===== src/rtl/reg_dump_tx.sv =====
// reg_dump_tx: walks register addresses FIRST_REG..LAST_REG and sends each 32-bit value MSB-byte first as 8N1 UART frames.
// Define REG_DUMP_HEADER_EN to prefix every register with a {3'b000, addr} header byte.
module reg_dump_tx #(
    parameter int unsigned CLK_DIV   = 868,
    parameter int unsigned FIRST_REG = 0,
    parameter int unsigned LAST_REG  = 31
) (
    input  logic        clk,
    input  logic        reset,
    input  logic        start,
    output logic [4:0]  rd_addr,
    input  logic [31:0] rd_data,
    output logic        tx,
    output logic        busy,
    output logic        done
);

    typedef enum logic [2:0] {
        S_IDLE,
        S_CAPTURE,
        S_START,
        S_DATA,
        S_STOP,
        S_NEXT
    } state_t;

    localparam logic [15:0] BAUD_MAX   = 16'(CLK_DIV - 1);
    localparam logic [4:0]  ADDR_FIRST = 5'(FIRST_REG);
    localparam logic [4:0]  ADDR_LAST  = 5'(LAST_REG);
`ifdef REG_DUMP_HEADER_EN
    localparam logic [2:0]  BYTE_LAST  = 3'd4;
`else
    localparam logic [2:0]  BYTE_LAST  = 3'd3;
`endif

    state_t      r_state;
    state_t      w_state_nxt;
    logic [15:0] r_baud;
    logic [2:0]  r_bit;
    logic [2:0]  r_byte;
    logic [31:0] r_word;
    logic [4:0]  r_addr;
    logic        r_tx;
    logic        r_busy;
    logic        r_done;

    logic        w_tick;
    logic [7:0]  w_cur_byte;
    logic [15:0] w_baud_nxt;
    logic [2:0]  w_bit_nxt;
    logic [2:0]  w_byte_nxt;
    logic [4:0]  w_addr_nxt;
    logic [31:0] w_word_nxt;
    logic        w_tx_nxt;
    logic        w_busy_nxt;
    logic        w_done_nxt;

    assign w_tick  = (r_baud == BAUD_MAX);
    assign rd_addr = r_addr;
    assign tx      = r_tx;
    assign busy    = r_busy;
    assign done    = r_done;

    always_comb begin
        w_cur_byte = '0;
`ifdef REG_DUMP_HEADER_EN
        case (r_byte)
            3'd0:    w_cur_byte = {3'b000, r_addr};
            3'd1:    w_cur_byte = r_word[31:24];
            3'd2:    w_cur_byte = r_word[23:16];
            3'd3:    w_cur_byte = r_word[15:8];
            3'd4:    w_cur_byte = r_word[7:0];
            default: w_cur_byte = '0;
        endcase
`else
        case (r_byte)
            3'd0:    w_cur_byte = r_word[31:24];
            3'd1:    w_cur_byte = r_word[23:16];
            3'd2:    w_cur_byte = r_word[15:8];
            3'd3:    w_cur_byte = r_word[7:0];
            default: w_cur_byte = '0;
        endcase
`endif
    end

    always_ff @(posedge clk or negedge reset) begin
        if (!reset) begin
            r_state <= S_IDLE;
        end else begin
            r_state <= w_state_nxt;
        end
    end

    // Baud counter clears outside the serial states and on every bit boundary.
    always_comb begin
        w_state_nxt = r_state;
        w_baud_nxt  = '0;
        w_bit_nxt   = r_bit;
        w_byte_nxt  = r_byte;
        w_addr_nxt  = r_addr;
        w_word_nxt  = r_word;
        unique case (r_state)
            S_IDLE: begin
                if (start) w_state_nxt = S_CAPTURE;
            end
            S_CAPTURE: begin
                w_word_nxt  = rd_data;
                w_byte_nxt  = '0;
                w_bit_nxt   = '0;
                w_state_nxt = S_START;
            end
            S_START: begin
                if (w_tick) begin
                    w_bit_nxt   = '0;
                    w_state_nxt = S_DATA;
                end else begin
                    w_baud_nxt = r_baud + 16'd1;
                end
            end
            S_DATA: begin
                if (w_tick) begin
                    if (r_bit == 3'd7) w_state_nxt = S_STOP;
                    else               w_bit_nxt   = r_bit + 3'd1;
                end else begin
                    w_baud_nxt = r_baud + 16'd1;
                end
            end
            S_STOP: begin
                if (w_tick) begin
                    if (r_byte == BYTE_LAST) begin
                        w_state_nxt = S_NEXT;
                    end else begin
                        w_byte_nxt  = r_byte + 3'd1;
                        w_state_nxt = S_START;
                    end
                end else begin
                    w_baud_nxt = r_baud + 16'd1;
                end
            end
            S_NEXT: begin
                if (r_addr == ADDR_LAST) begin
                    w_addr_nxt  = ADDR_FIRST;
                    w_state_nxt = S_IDLE;
                end else begin
                    w_addr_nxt  = r_addr + 5'd1;
                    w_state_nxt = S_CAPTURE;
                end
            end
            default: w_state_nxt = S_IDLE;
        endcase
    end

    // Outputs are decoded from the next state so the registered tx lines up with the state it belongs to.
    always_comb begin
        w_tx_nxt = 1'b1;
        case (w_state_nxt)
            S_START: w_tx_nxt = 1'b0;
            S_DATA:  w_tx_nxt = w_cur_byte[w_bit_nxt];
            default: w_tx_nxt = 1'b1;
        endcase
        w_busy_nxt = (w_state_nxt != S_IDLE);
        w_done_nxt = (r_state == S_NEXT) && (w_state_nxt == S_IDLE);
    end

    always_ff @(posedge clk or negedge reset) begin
        if (!reset) begin
            r_baud <= '0;
            r_bit  <= '0;
            r_byte <= '0;
            r_word <= '0;
            r_addr <= ADDR_FIRST;
            r_tx   <= 1'b1;
            r_busy <= 1'b0;
            r_done <= 1'b0;
        end else begin
            r_baud <= w_baud_nxt;
            r_bit  <= w_bit_nxt;
            r_byte <= w_byte_nxt;
            r_word <= w_word_nxt;
            r_addr <= w_addr_nxt;
            r_tx   <= w_tx_nxt;
            r_busy <= w_busy_nxt;
            r_done <= w_done_nxt;
        end
    end

endmodule


===== config.mk =====
export PLATFORM = sky130hd
export DESIGN_NAME = reg_dump_tx
export DESIGN_NICKNAME = d
export VERILOG_FILES = /design/src/rtl/reg_dump_tx.sv
export SDC_FILE = /design/constraint.sdc
export NUM_CORES = 1
export LEC_CHECK = 0
export CAP_MARGIN = 20
export CORE_ASPECT_RATIO = 0.75
export CORE_MARGIN = 10
export CORE_UTILIZATION = 45
export DETAILED_ROUTE_END_ITERATION = 8
export DONT_BUFFER_PORTS = 1
export PLACE_DENSITY = 0.69
export SYNTH_ARGS = -nofsm -noshare
export SYNTH_HDL_FRONTEND = slang
export SYNTH_SLANG_ARGS = --single-unit

===== constraint.sdc =====
create_clock -name clk -period 6.5 [get_ports clk]
set_input_delay 0 -clock clk [delete_from_list [all_inputs] [get_ports clk]]
set_output_delay 0 -clock clk [all_outputs]
set_load 0.03 [all_outputs]

# [Yosys cells after proc, flatten, opt, wreduce, memory -nomap -nowiden]
# Cells that the tools add are included.
[word_totals] register_bits=65 in_bits=35 out_inout_bits=8 word_cells=59
[op_classes] n_addsub=4 n_lt_le_gt_ge=1 n_eq_ne=15 muxes=22 n_reduce_logical=8
[op_table] cell="2-to-1 mux 3 bit" n=11
[op_table] cell="2-to-1 mux 16 bit" n=2
[op_table] cell="case mux 8 bit (4 select lines)" n=1
[op_table] cell="== test 3 x 2 -> 1 bit, second input constant" n=6
[op_table] cell="case mux 3 bit (6 select lines)" n=1
[op_table] cell="adder 16 x 1 -> 16 bit, second input constant" n=1
[op_table] cell="== test 16 x 10 -> 1 bit, second input constant" n=1
[op_table] cell="== test 3 bit, second input constant" n=3
[op_table] cell="logical NOT 3 bit" n=3
[op_table] cell="case mux 3 bit (3 select lines)" n=1
[op_table] cell="adder 3 x 1 -> 3 bit, second input constant" n=2
[op_table] cell="== test 3 x 1 -> 1 bit, second input constant" n=2
[op_table] cell="case mux 3 bit (2 select lines)" n=1
[op_table] cell="adder 5 x 1 -> 5 bit, second input constant" n=1
[op_table] cell="== test 5 bit, second input constant" n=1
[op_table] cell="2-to-1 mux 5 bit" n=1
[op_table] cell="less-than comparator 3 x 4 -> 1 bit, second input constant" n=1
[op_table] cell="!= test 2 bit, second input constant" n=2
[op_table] cell="binary-select mux 1 bit (select 3 bit)" n=1
[op_table] cell="AND reduction 3 bit" n=1
[op_table] cell="nonzero test 3 bit" n=1
[op_table] cell="OR reduction 3 bit" n=1
[op_table] cell="2-to-1 mux 1 bit" n=2
[op_table] cell="case mux 1 bit (2 select lines)" n=1
[op_table] cell="other kinds (2)" n=2

# [Logic depth before layout (Yosys ltp)]
# Gate-level depths: netlist of run 1.
[depth] depth_word=7 mapped_depth=9 ltp_nobuf=9

# [Least setup slack after synthesis of run 1]
# No wires, ideal clock.
[synth_path] path_kind="register to register" from="reg, netlist name r_baud[0]" to="reg r_addr[3], in the netlist rd_addr[3]" setup_time_ns=0.121 arrival_time_ns=2.181 required_ns=6.379 slack_ns=4.198 stages_incl_launch_ff=10 n_path_buf=1 synth_period_minus_slack_ns=2.302 path_cell_list="dfrtp_1 -> ha_1 -> and4b_2 -> and4_1 -> buf_4 -> a41oi_1 -> o22ai_1 -> or3_4 -> a21o_1 -> a22o_1"
[synth_rtl] item="end signal, assigned" line="180" text="r_addr <= w_addr_nxt;"
[synth_rtl] item="end, declared" line="42" text="logic [4:0] r_addr;"

# [Final worst setup path of run 1]
[layout_path] from="reg r_addr[0], in the netlist rd_addr[0]" to="reg r_addr[3], in the netlist rd_addr[3]"
[layout_via] elab_chain_cells=2 word_cells_on_any_way=3 cone_classes="1 x add/sub; 1 x eq/ne; 1 x mux"
[layout_rtl] item="adder 5 x 1 -> 5 bit or == test 5 bit (tied branches)" line="145, 141"
[layout_rtl] item="2-to-1 mux 5 bit *" line="141" text="if (r_addr == ADDR_LAST) begin"
# Mark *: on every way between the ends. The rest lies on a longest branch, timed or not.
# A chain may end at the register's enable or synchronous reset.

==> results of run 1 <==
[worst max-delay path by stage]
stage,startpoint,endpoint,slack [ps],depth (start not counted)
after floorplan,r_baud[0]$_DFF_PN0_,rd_addr[3]$_DFFE_PN0P_,4200,9
after global placement,rd_addr[0]$_DFFE_PN0P_,rd_addr[3]$_DFFE_PN0P_,4130,9
after detailed placement,rd_addr[1]$_DFFE_PN0P_,rd_addr[3]$_DFFE_PN0P_,4100,9
after CTS,rd_addr[0]$_DFFE_PN0P_,rd_addr[3]$_DFFE_PN0P_,4080,9
after global routing,r_baud[0]$_DFF_PN0_,tx$_DFF_PN1_,3720,8
final,rd_addr[0]$_DFFE_PN0P_,rd_addr[3]$_DFFE_PN0P_,4080,9
[cell type report]
class | instances | area, um2
clock inverters | 7 | 47.5
multi-input cells | 193 | 1480
fillers | 591 | 3100
inverters | 9 | 33.8
flip-flops and latches | 65 | 1630
repair buffers | 35 | 365
clock buffers | 9 | 124
well taps | 98 | 123
[cell usage in the layout (no fill, tap or decap), types with 6 or more instances in the layout]
| cell type | netlist | routed |
|---|---|---|
| dfrtp_1 | 64 | 64 |
| mux2_2 | 35 | 35 |
| nor2_1 | 33 | 33 |
| dlygate4sd3_1 | 0 | 33 |
| nand3_1 | 11 | 11 |
| inv_1 | 9 | 9 |
| nand2_1 | 9 | 9 |
| a21oi_1 | 9 | 9 |
| ha_1 | 9 | 9 |
| clkbuf_8 | 1 | 9 |
| a222oi_1 | 8 | 8 |
| xor2_1 | 8 | 8 |
| o21ai_0 | 7 | 7 |
| and3_1 | 6 | 6 |
[report_power, final]
group | internal (mW) | total, mW | switching, mW
Combinational | 0.0254 | 0.0413 | 0.0159
Sequential | 0.414 | 0.420 | 0.00575
Clock | 0.137 | 0.294 | 0.157
Total | 0.577 | 0.755 | 0.178
[flip-flops by register name, summed over array words and instances (netlist names)]
signal   cells
r_state      3
r_word      32
r_byte       3
busy         1
tx           1
rd_addr      5
r_bit        3
done         1
r_baud      16
[metal layers]
metal	vias up	GRT usage, %	wire length (um)
li1	1096	-	-
met1	1097	16.8	3170
met2	58	19.7	3080
met3	8	5.17	434
met4	0	4.62	80
met5	-	0	0
[logic make-up (layout without fill, tap and decap cells)]
family                     Yosys count  count (layout)
AOI/OAI and AO/OA                   49              49
xor gates and xnor gates            13              13
adders and majority gates            9               9
buffers and inverters               23              60
DFF                                 65              65
muxes                               36              36
and+or+nand+nor                     86              86
[tightest hold or removal path: cells and delay by family]
kind | cells | cell delay [ps]
compound gates | 3 | 380
[stage by stage]
stage / std cells / util, %
global route: 416 / 55.1
detailed placement: 366 / 47.4
CTS: 416 / 55.1
finish: 416 / 55.1
global placement: 366 / 47.4
floorplan: 281 / -
==> impl_metrics.yaml, run 1 <==
floorplanning:
  coreArea_um2: 6900
  dieArea_um2: 11000
  io-pin-count: 43
  die_y_um: 93.5
  initial_core_util_pct: 47.0
  die_w_um: 118
  rows: 26
yosys:
  seq_area_frac_synth_pct: 50.2
  syn_area_um2: 3240
  muxShareOfSynthArea_pct: 12.5
  synthFlopType: "dfrtp_1"
  syn_nets: 325
  syn_avg_cell_area_um2: 11.5
  ys_top_cells_by_count: "dfrtp_1, mux2_2, nor2_1"
  async_flop_share_pct: 100
  synth_seq_cells: 65
  yosysTopAreaCellShare_pct: 49.4
  synth_area_leaders: "dfrtp_1, mux2_2, nor2_1, ha_1, a222oi_1"
  synth_edf_count: 0
  synth_top_family_by_area: "simple AND/OR/NAND/NOR gates"
  synth-simple-area-share_pct: 14.7
  synth_xor_area_share_pct: 3.51
  yosysTopAreaCell: "dfrtp_1"
  synthAdderAreaFrac_pct: 3.47
  yosysUniqueCellTypes: 53
  synth_compound_area_share_pct: 11.3
  synth.most_common_cell: "dfrtp_1"
  synth_cells: 281
  yosysWarnings: 0
flow_run:
  max-cap-violations: 0
sta:
  clock_skew_ps: 6.64
  slew_violations: 0
  hold_ws_ps: 109
  slew_headroom_pct: 28.9
  tns_ps: 0
  timing.final.crit_share_pct: 37.2
  rsz0062_at_grt: "no"
  final-setup-viol-count: 0
  setup_ws_ps: 4080
  period_needed_ps: 2420
  hold_viol: 0
  timing.fmax_ghz: 0.414
  worst_pin_slew_ps: 1060
worst_setup_path:
  cp_data_arrival_time_ps: 2640
  crit_chain: "ha_1 -> and3_1 -> ha_1 -> o2bb2ai_1 -> a41oi_1 -> o22ai_1 -> or3_4 -> a21o_1 -> a22o_1"
  max_stage_delay_ps: 570
  path_delay_family: "compound AO/OA/AOI/OAI gates"
  crit_buf_inv: 0
  worst-setup-path-type: "flop to flop"
  cp_slowest_cell: "dfrtp_1"
  r2r_slack_ps: 4080
  crit_fanout: 4
  reg2reg_depth: 9
  cpMostUsedCell: "ha_1"
  r2r-start: "rd_addr[0]$_DFFE_PN0P_"
  critPathRequiredTime_ps: 6730
  r2r_end: "rd_addr[3]$_DFFE_PN0P_"
  end_kind: "flop"
  cp-start-kind: "flop"
clock_network:
  worstSkewPairLatency_ps: 340
  cts_buffers: 9
  clkSinkCount: 65
  cts.path.max_buffers: 2
  htreeDepth: 3
  clk_pin_slew_ps: 70
  cts_resized: 0
  cts_root_buf: "clkbuf_8"
  cts_hold_buf: 34
  post_cts_buffers: 0
  cts_tree: "built"
global_routing:
  antenna_found_initial: 0
  grt_pass1_wl_um: 11900
  grt_overflow: 0
  grt_max_degree: 66
  grtUsageTotal_pct: 13.1
  grt_pass1_vias: 2335
routing:
  wl_per_cell_um: 16.3
  drtAntennaViolNets: 0
  num_vias: 2259
  avgViaCountPerCell: 5.43
  routed_wl_um: 6770
  initialDrtViolationCount: 194
  drt-pass1-iter-count: 4
  drc: 0
worst_hold_path:
  hp-start: "start"
  whs_path_depth: 3
  min_to: "r_state[0]$_DFF_PN0_"
  hp-class: "primary input to flop"
placed_design:
  port_buffers: 0
  placed_area_um2: 3270
  gp_routability_congestion: 0.799
  dpl_worst_slack_ps: 4100
  dp_hpwl_um: 4700
finish:
  final_nets: 357
  insertedDiodeCount: 0
  layout-drive-gt1-share_pct: 20.4
  final_area_um2: 3800
  area.growth.synth_to_final_pct: 17.2
power:
  leakagePower_nw: 1.60
  power_density_nw_per_um2: 199
  ir_worst_vdd_v: 0.0000980
  totalPowerFinal_mw: 0.755
status:
  status: "completed"
(Power assumes the default switching activity.)
==> run 2: changes to the inputs <==
PLACE_DENSITY = 0.71   (was 0.69)
clock period = 2.19 ns   (was 6.5 ns; I/O delays follow)
==> impl_metrics.yaml, run 2 (synthesis gave the netlist of run 1 again) <==
routing:
  num_vias: 2449
  avgViaCountPerCell: 5.38
  wl_per_cell_um: 16.6
  drtAntennaViolNets: 0
  drt-pass1-iter-count: 5
  routed_wl_um: 7540
  initialDrtViolationCount: 227
  drc: 0
finish:
  layout-drive-gt1-share_pct: 33.9
  final_nets: 396
  largest-register: "r_word"
  final_common_cell: "dfrtp_1"
  final_cells: 455
  insertedDiodeCount: 0
  final_area_um2: 4240
  area.growth.synth_to_final_pct: 30.7
  largest_reg_flops: 32
  fill_cells: 561
  final_cell_mix: "dfrtp_1, buf_4, mux2_2"
sta:
  worst_pin_slew_ps: 427
  rsz0062_at_grt: "yes"
  clock_skew_ps: 13.5
  final-setup-viol-count: 0
  timing.final.crit_share_pct: 98.3
  period_needed_ps: 2150
  timing.fmax_ghz: 0.465
  hold_viol: 0
  slew_violations: 0
  slew_headroom_pct: 71.6
floorplanning:
  die_w_um: 118
  coreArea_um2: 6900
  dieArea_um2: 11000
  initial_core_util_pct: 47.0
  rows: 26
  die_y_um: 93.5
  io-pin-count: 43
worst_setup_path:
  crit_fanout: 6
  crit_chain: "ha_4 -> and4b_2 -> and4_4 -> and3_4 -> o22ai_4 -> or3_4 -> a21o_1 -> a22o_1"
  critPathRequiredTime_ps: 2430
  cp_data_arrival_time_ps: 2390
  worst-setup-path-type: "flop to flop"
  cp-start-kind: "flop"
  end_kind: "flop"
  cp_slowest_cell: "dfrtp_1"
  crit_buf_inv: 0
  path_delay_family: "simple AND/OR/NAND/NOR gates"
  max_stage_delay_ps: 400
global_routing:
  grtUsageTotal_pct: 14.2
  antenna_found_initial: 0
  grt_overflow: 0
  grt_max_degree: 66
  grt_pass1_vias: 2571
  grt_pass1_wl_um: 12700
clock_network:
  worstSkewPairLatency_ps: 360
  clk_pin_slew_ps: 80
  cts_buffers: 9
  clkSinkCount: 65
  cts.path.max_buffers: 2
  cts_root_buf: "clkbuf_8"
  htreeDepth: 3
  cts_tree: "built"
placed_design:
  dp_hpwl_um: 5030
  gp_routability_congestion: 0.920
  port_buffers: 0
  placed_area_um2: 3580
  dp.cells: 404
power:
  ir_worst_vdd_v: 0.000517
  power_density_nw_per_um2: 575
  leakagePower_nw: 1.82
status:
  status: "completed"
flow_run:
  max-cap-violations: 0
worst_hold_path:
  hp-class: "primary input to flop"
## run 2: cell types whose count changed in the layout (fill, tap and decap cells not counted), moves of 3 or more
cell | before | now
buf_4 | 1 | 39
ha_1 | 9 | 5
clkinv_2 | 3 | 0
a211oi_2 | 0 | 3
a211oi_1 | 3 | 0
inv_6 | 0 | 5
## run 2: layout make-up
type / instances / area [um2] / area share (%)
flip-flops and latches: 65 / 1630 / 38.4
multi-input cells: 193 / 1590 / 37.4
repair buffers: 74 / 662 / 15.6
clock buffers: 9 / 124 / 2.92
well taps: 98 / 123 / 2.89
clock inverters: 7 / 81.3 / 1.92
inverters: 9 / 33.8 / 0.797
## run 2: tightest hold or removal path: cells and delay by family
family,cells,cell delay (ps)
buffers and inverters,1,140
AO/OA/AOI/OAI,3,300
## run 2: worst paths after layout
kind	from	slack, ps	end	cells past startpoint
min in group asynchronous	reset	240	r_byte[0]$_DFFE_PN0P_	2
worst max register to register	r_baud[1]$_DFF_PN0_	40	rd_addr[3]$_DFFE_PN0P_	8
max in group asynchronous	reset	1650	tx$_DFF_PN1_	2
worst min-delay path	start	120	r_state[0]$_DFF_PN0_	4
worst min register to register	r_word[20]$_DFFE_PN0P_	510	r_word[20]$_DFFE_PN0P_	1
worst max-delay path	r_baud[1]$_DFF_PN0_	40	rd_addr[3]$_DFFE_PN0P_	8
## run 2: metal layers
metal | vias up | part of all wire [%] | wire [um] | global-route usage, %
met3 | 10 | 7.2 | 544 | 6.13
met1 | 1196 | 46 | 3450 | 17.5
li1 | 1170 | - | - | -
met2 | 73 | 46 | 3450 | 22.3
met5 | - | 0 | 0 | 0
met4 | 0 | 1.2 | 93 | 4.52
## run 2: repair_timing
item	in CTS	in global routing
setup buffers	0	1
hold buffers	34	0
hold endpoints to repair	97	0
setup endpoints to repair	2	2
pin swaps	0	10
resized for setup	3	16
## run 2: power by group
group	internal, mW	switching (mW)
clock	0.545	0.518
sequential	1.23	0.0170
combinational	0.0782	0.0504
## run 2: metrics by stage
| stage | hold slack [ps] | utilization [%] | setup WS, ps | TNS [ps] | power, mW |
|---|---|---|---|---|---|
| 3_5_place_dp | -292 | 51.9 | -46.7 | -46.7 | 1.32 |
| 6_report | 123 | 61.5 | 37.7 | 0 | 2.44 |
| 5_1_grt | 124 | 61.5 | -34.4 | -41.0 | 2.54 |
| 4_1_cts | 162 | 60.2 | 14.7 | 0 | 2.45 |
| 3_3_place_gp | -292 | 51.9 | -2.41 | -2.41 | 1.31 |
| 2_1_floorplan | -296 | - | 2.63 | 0 | 1.30 |
==> run 3: changes to the inputs <==
CAP_MARGIN = default   (was 20)
CELL_PAD_IN_SITES_DETAIL_PLACEMENT = 0   (was default)
CELL_PAD_IN_SITES_GLOBAL_PLACEMENT = 2   (was default)
CORE_UTILIZATION = 38   (was 45)
CTS_CLUSTER_SIZE = 40   (was default)
PLACE_DENSITY = 0.84   (was 0.71)
==> impl_metrics.yaml, run 3 (synthesis gave the netlist of run 1 again) <==
global_routing:
  grt_overflow: 0
  grtUsageTotal_pct: 12.3
  grt_max_degree: 66
  grt_pass1_vias: 2619
  grt_pass1_wl_um: 12800
  antenna_found_initial: 1
floorplanning:
  die_y_um: 100
  coreArea_um2: 8380
  die_w_um: 127
  rows: 29
  io-pin-count: 43
  dieArea_um2: 12700
  initial_core_util_pct: 38.7
power:
  p_int_mw: 2.23
  p_sw_share_pct: 21.6
  combPwrFrac_pct: 4.5
  pwr-share-seq_pct: 43.8
  p_switching_mw: 0.616
  power_density_nw_per_um2: 651
  leakagePower_nw: 1.88
  ir_worst_vdd_v: 0.000518
  clkPwrFrac_pct: 51.7
worst_setup_path:
  crit_chain: "ha_4 -> and4b_2 -> and4_4 -> nand4b_1 -> buf_4 -> a221oi_2 -> a21oi_1 -> o22ai_1 -> a211oi_2"
  cp_slowest_cell: "dfrtp_1"
  max_stage_delay_ps: 380
  crit_buf_inv: 1
  path_delay_family: "simple AND/OR/NAND/NOR gates"
  cp_data_arrival_time_ps: 2420
  crit_fanout: 5
  critPathRequiredTime_ps: 2450
  cp-start-kind: "flop"
  end_kind: "flop"
  worst-setup-path-type: "flop to flop"
  r2r_slack_ps: 30
flow_run:
  max-cap-violations: 0
clock_network:
  cts.path.max_buffers: 2
  clkSinkCount: 65
  cts_buffers: 9
  cts_root_buf: "clkbuf_16"
  cts_tree: "built"
  htreeDepth: 3
  clk_pin_slew_ps: 60
  worstSkewPairLatency_ps: 330
routing:
  routed_wl_um: 7560
  drc: 0
  avgViaCountPerCell: 5.13
  drt-pass1-iter-count: 5
  num_vias: 2408
  drtAntennaViolNets: 0
  wl_per_cell_um: 16.1
  initialDrtViolationCount: 155
finish:
  largest-register: "r_word"
  area.growth.synth_to_final_pct: 35.0
  final_nets: 399
  final_cells: 469
  layout-drive-gt1-share_pct: 34.7
  largest_reg_flops: 32
  final_common_cell: "dfrtp_1"
  fin_util_pct: 52.2
  final_cell_mix: "dfrtp_1, buf_4, mux2_2"
sta:
  slew_headroom_pct: 72.0
  clock_skew_ps: 8.09
  rsz0062_at_grt: "yes"
  slew_violations: 0
  period_needed_ps: 2160
  final-setup-viol-count: 0
  worst_pin_slew_ps: 420
  timing.fmax_ghz: 0.462
  hold_viol: 0
  hold_ws_ps: 143
  timing.final.crit_share_pct: 98.8
placed_design:
  dp_hpwl_um: 5250
  port_buffers: 0
  gp_routability_congestion: 0.829
  dp.cells: 417
status:
  status: "completed"
worst_hold_path:
  hp-class: "primary input to flop"
## run 3: cell count changes in the layout (fill, tap and decap cells not counted), sizes merged
cell	delta
buf	+3
clkinv	+3
inv	-3
clkbuf	+1
clkinvlp	-1
diode	+1
## run 3: cell type report
| class | instances | area (um2) |
|---|---|---|
| fill | 741 | 4010 |
| sequential | 65 | 1630 |
| multi-input combinational | 193 | 1570 |
| timing repair buffer | 77 | 697 |
| clock buffer | 10 | 239 |
| tap | 108 | 135 |
| clock inverter | 6 | 73.8 |
| inverter | 9 | 33.8 |
| antenna | 1 | 2.50 |
## run 3: worst paths after layout
path | startpoint | to | cells after the start
min in group asynchronous | reset | r_baud[12]$_DFF_PN0_ | 2
max in group asynchronous | reset | tx$_DFF_PN1_ | 2
min reg2reg | r_word[23]$_DFFE_PN0P_ | r_word[23]$_DFFE_PN0P_ | 1
max reg2reg | r_baud[1]$_DFF_PN0_ | tx$_DFF_PN1_ | 9
max | r_baud[1]$_DFF_PN0_ | tx$_DFF_PN1_ | 9
min | start | r_state[0]$_DFF_PN0_ | 4
## run 3: metrics by stage
stage	setup slack [ps]	power (mW)	setup TNS, ps	instance area (um2)
finish	25.3	2.85	0	4380
floorplan	2.63	1.30	0	3260
detailed placement	-21.4	1.32	-21.4	3630
global placement	11.7	1.31	0	3630
global route	-41.1	2.96	-74.9	4380
CTS	13.4	2.88	0	4300
## run 3: what timing repair did
item / 4_1_cts / 5_1_grt
endpoints found under the setup margin: 2 / 2
buffers inserted: 0 / 1
gates resized for setup: 2 / 17
pin swaps: 0 / 5
hold buffers: 34 / 0
endpoints found under the hold margin: 97 / 0
## run 3: tightest hold or removal path: stages
cell and delay (ps):
o2bb2ai_2 90, a41oi_2 40, o22ai_2 160, buf_4 140
## run 3: power groups by stage
| stage | combinational (mW) | sequential, mW | clock, mW |
|---|---|---|---|
| 2_1_floorplan | 0.0412 | 1.26 | 0 |
| 3_3_place_gp | 0.0463 | 1.27 | 0 |
| 3_5_place_dp | 0.0484 | 1.27 | 0 |
| 4_1_cts | 0.127 | 1.25 | 1.51 |
| 5_1_grt | 0.142 | 1.25 | 1.57 |
| 6_report | 0.128 | 1.25 | 1.47 |
## run 3: routing by layer
layer	vias up	GRT usage, %	wire length [um]
li1	1179	-	-
met1	1165	15.3	3420
met2	51	19.2	3550
met3	13	4.74	445
met4	0	4.19	147
met5	-	0	0
